File: config.mk
export PLATFORM = sky130hd
export DESIGN_NAME = serial_subtractor
export DESIGN_NICKNAME = d
export VERILOG_FILES = /design/src/rtl/serial_subtractor.sv
export SDC_FILE = /design/constraint.sdc
export NUM_CORES = 1
export LEC_CHECK = 0
export ABC_CLOCK_PERIOD_IN_PS = 1600
export CORE_MARGIN = 4
export CORE_UTILIZATION = 50
export DETAILED_ROUTE_END_ITERATION = 16
export HOLD_SLACK_MARGIN = 0.05
export MAX_ROUTING_LAYER = met4
export PLACE_DENSITY = 0.84
export SLEW_MARGIN = 30
export SYNTH_ARGS = -nofsm -noshare
export SYNTH_HDL_FRONTEND = slang
export SYNTH_SLANG_ARGS = --single-unit
File: constraint.sdc
create_clock -name clk -period 1.6 [get_ports clk]
set_clock_uncertainty 0.05 [all_clocks]
set_input_delay 0.32 -clock clk [delete_from_list [all_inputs] [get_ports clk]]
set_output_delay 0.32 -clock clk [all_outputs]
set_load 0.05 [all_outputs]
File: src/rtl/serial_subtractor.sv
// Bit-serial LSB-first subtractor: diff = a - b over WIDTH cycles, one full-subtractor cell
// built from two half-subtractor stages and a registered borrow.
module serial_subtractor #(
  parameter int unsigned WIDTH = 8
) (
  input  logic             clk,
  input  logic             rst,
  input  logic             start,
  input  logic [WIDTH-1:0] a,
  input  logic [WIDTH-1:0] b,
  output logic             busy,
  output logic             done,
  output logic [WIDTH-1:0] diff,
  output logic             borrow_out
);

  localparam int unsigned CW = $clog2(WIDTH);

  typedef enum logic [1:0] {
    IDLE  = 2'd0,
    SHIFT = 2'd1,
    DONE  = 2'd2
  } state_t;

  state_t           state, state_d;
  logic [WIDTH-1:0] a_sr, b_sr, res_sr;
  logic [CW-1:0]    cnt;
  logic             borrow_q;
  logic             load, shift_en, last_bit;
  logic             x, y, d1, b1, d, b2, borrow_d;

  // Full-subtractor cell: two half-subtractors plus an OR on the borrows
  always_comb begin
    x        = a_sr[0];
    y        = b_sr[0];
    d1       = x ^ y;
    b1       = ~x & y;
    d        = d1 ^ borrow_q;
    b2       = ~d1 & borrow_q;
    borrow_d = b1 | b2;
  end

  always_ff @(posedge clk) begin
    if (rst) state <= IDLE;
    else     state <= state_d;
  end

  always_comb begin
    state_d  = state;
    load     = 1'b0;
    shift_en = 1'b0;
    last_bit = (cnt == CW'(WIDTH - 1));
    case (state)
      IDLE: begin
        if (start) begin
          state_d = SHIFT;
          load    = 1'b1;
        end
      end
      SHIFT: begin
        shift_en = 1'b1;
        if (last_bit) state_d = DONE;
      end
      DONE:    state_d = IDLE;
      default: state_d = IDLE;
    endcase
  end

  // Operand/result shift registers, bit counter and borrow flop
  always_ff @(posedge clk) begin
    if (rst) begin
      a_sr     <= '0;
      b_sr     <= '0;
      res_sr   <= '0;
      cnt      <= '0;
      borrow_q <= 1'b0;
    end else if (load) begin
      a_sr     <= a;
      b_sr     <= b;
      cnt      <= '0;
      borrow_q <= 1'b0;
    end else if (shift_en) begin
      a_sr     <= a_sr >> 1;
      b_sr     <= b_sr >> 1;
      res_sr   <= {d, res_sr[WIDTH-1:1]};
      cnt      <= cnt + CW'(1);
      borrow_q <= borrow_d;
    end
  end

  // Results publish only when leaving DONE, so they hold through the next computation
  always_ff @(posedge clk) begin
    if (rst) begin
      busy       <= 1'b0;
      done       <= 1'b0;
      diff       <= '0;
      borrow_out <= 1'b0;
    end else begin
      busy <= (state_d == SHIFT);
      done <= (state == DONE);
      if (state == DONE) begin
        diff       <= res_sr;
        borrow_out <= borrow_q;
      end
    end
  end

endmodule

==> flow_summary.toml <==
[status]
status = "finished clean"

[synthesis]
ys_seq_area_share_pct = 52.1
synth-edff-count = 0
ys_top_cells_by_area = "dfxtp_1, a221o_1, nand2_1"
syn-num-nets = 188
synth_top_area_share_pct = 52.1
yosys.area.top_type = "dfxtp_1"
yosysWarnings = 0
synth_most_common_cell = "dfxtp_1"
yosys_register_bits = 41
synth_area_um2 = 1580
synth_flop_cell = "dfxtp_1"
syn_avg_cell_area_um2 = 9.50
synth_cells = 166
synth_common_cells = "dfxtp_1, nand2_1, a21oi_1"
ys_async_sr_fraction_pct = 0
ys_types = 29

[clocking]
clk_root_buffer_cell = "clkbuf_4"
cts_tree = "yes"
cts.clk_slew.worst_paths_ns = 0.10
postCtsSetupBuffers = 0
clock_sinks = 41
cts_resized = 1
clkLatencyLatePin_ns = 0.34
clockBufferDepth = 2
cts.hold.buffers_added = 0
h-tree-depth = 2
cts_made_buffers = 5

[sta]
layout_setup_ws_ns = 0.163
finalCritPeriodShare_pct = 89.8
finalSetupViolations = 0
grt_setup_unrepaired = "no"
fin_crit_ns = 1.44
slew_headroom_pct = 66.2
finalHoldViolations = 0
slew_violations = 0
max_freq_mhz = 696
worst_pin_slew_ns = 0.504

[worst_hold_path]
hold_path.class = "reg -> reg"

[placed_design]
place_area_um2 = 2050
portBuffers = 29
dpl.hpwl_um = 2260
place_ws_ns = -0.404
dp_cells = 239
place.gp.congestion = 0.748

[global_routing]
grt_usage_pct = 16.5
grt_overflow_total = 0
grt_pass1_wl_um = 5110
antenna_found_initial = 0
grt_max_degree = 29
grt_pass1_vias = 1201

[cells_and_area]
layoutNonFillerInstCount = 246
antenna_cells = 0
drive_gt1_share_pct = 16.8
nets = 224
area_delta_synth_final_pct = 34.4
final_util_pct = 70.0
final_cell_area_um2 = 2120

[route]
totalWireLength_um = 3000
detail_route.wl_per_cell_um = 12.2
avgViaCountPerCell = 5.12
firstDrtPassIters = 4
drtIter0Drc = 71
ant_nets = 0
route.detailed.drc = 0
vias = 1259

[floorplanning]
io_pins = 30
rows = 20
die_x_um = 64.2
initial_core_util_pct = 52.1
die_area_um2 = 4120
core_area_um2 = 3030
die_y_um = 64.2

[power_and_ir_drop]
p_per_area_nw_per_um2 = 839
ir_worst_vdd_uv = 585
leakage_nw = 0.809

[worst_setup_path]
critPathArrivalTime_ns = 1.67
path_delay_family = "simple AND/OR/NAND/NOR gates"
cp_num_buf_inv = 1
crit_fanout = 12
path_class = "in -> reg"
max_stage_delay_ns = 0.53
crit_required_ns = 1.83
end_kind = "flip-flop"
worstSetupStartpointType = "primary input"
path_cells = "clkdlybuf4s50_1, nor4b_4, and2_1, a221o_1"
slowest_stage = "clkdlybuf4s50_1"

[job]
cap_violations = 0
[per-stage QoR]
step,power [mW],TNS (ns),hold slack (ns)
3_3_place_gp,1.29,-3.02,0.394
5_1_grt,1.87,0,0.444
6_report,1.78,0,0.414
2_1_floorplan,1.21,0,0.382
3_5_place_dp,1.30,-5.10,0.399
4_1_cts,1.79,0,0.414
[cell usage in the layout, fill, tap and decap left out, types with 2 or more instances in the layout]
| cell type | n |
|---|---|
| buf_4 | 12 |
| nand2_1 | 32 |
| nor2_2 | 2 |
| clkdlybuf4s50_1 | 18 |
| buf_12 | 11 |
| nand2b_1 | 4 |
| a21oi_1 | 18 |
| a211oi_1 | 4 |
| ha_1 | 2 |
| dfxtp_1 | 41 |
| clkbuf_4 | 5 |
| nor2_1 | 9 |
| a221o_1 | 12 |
| and2_1 | 13 |
| a22oi_1 | 5 |
[report_power, final]
group          total (mW)  internal (mW)  switching (mW)
clock network       0.497          0.208           0.289
registers            1.08           1.06          0.0275
logic               0.196          0.112          0.0838
total                1.78           1.38           0.400
[state kept, by name, indices dropped and copies added, names as in the netlist]
signal / cells
cnt: 3
borrow_q: 1
b_sr: 8
state: 2
borrow_out: 1
diff: 8
res_sr: 8
done: 1
a_sr: 8
busy: 1
[worst reg2reg max path: stages, from the launching register on]
cell     delay, ns
dfxtp_1       0.43
nor4b_4       0.54
and2_1        0.22
a221o_1       0.10
[layer usage]
metal  GRT usage, %  vias to the layer above  wire (um)
met5              -                        -          0
li1               -                      648          -
met1           17.6                      575       1360
met3           6.50                        8        120
met2           27.4                       28       1450
met4           6.33                        0         64
[cell type report]
type / instances / area, um^2
clock buffer: 7 / 55.1
multi-input combinational: 112 / 694
fill: 223 / 908
timing repair buffer: 41 / 490
inverter: 1 / 3.75
tap: 44 / 55.1
sequential: 41 / 821
[worst paths after layout]
kind                     startpoint                    to  slack, ns  cells past startpoint
max                             rst  a_sr[6]$_SDFFE_PP0P_       0.16                      4
min          res_sr[0]$_SDFFE_PP0P_  diff[0]$_SDFFE_PP0P_       0.41                      2
max reg2reg     state[0]$_SDFF_PP0_  a_sr[6]$_SDFFE_PP0P_       0.22                      3
min reg2reg  res_sr[0]$_SDFFE_PP0P_  diff[0]$_SDFFE_PP0P_       0.41                      2
[kinds of logic (layout without fill, tap and decap cells)]
kind of cell / after synthesis / after routing / synth area share (%)
adder cells (fa/ha/maj): 3 / 3 / 2.86
AND/OR/NAND/NOR: 67 / 67 / 20.9
multiplexers: 1 / 1 / 0.635
flip-flops: 41 / 41 / 52.1
buffers and inverters: 13 / 49 / 4.60
AO/OA/AOI/OAI: 41 / 41 / 19.0
Note: power is estimated with default switching activity, not from simulation.
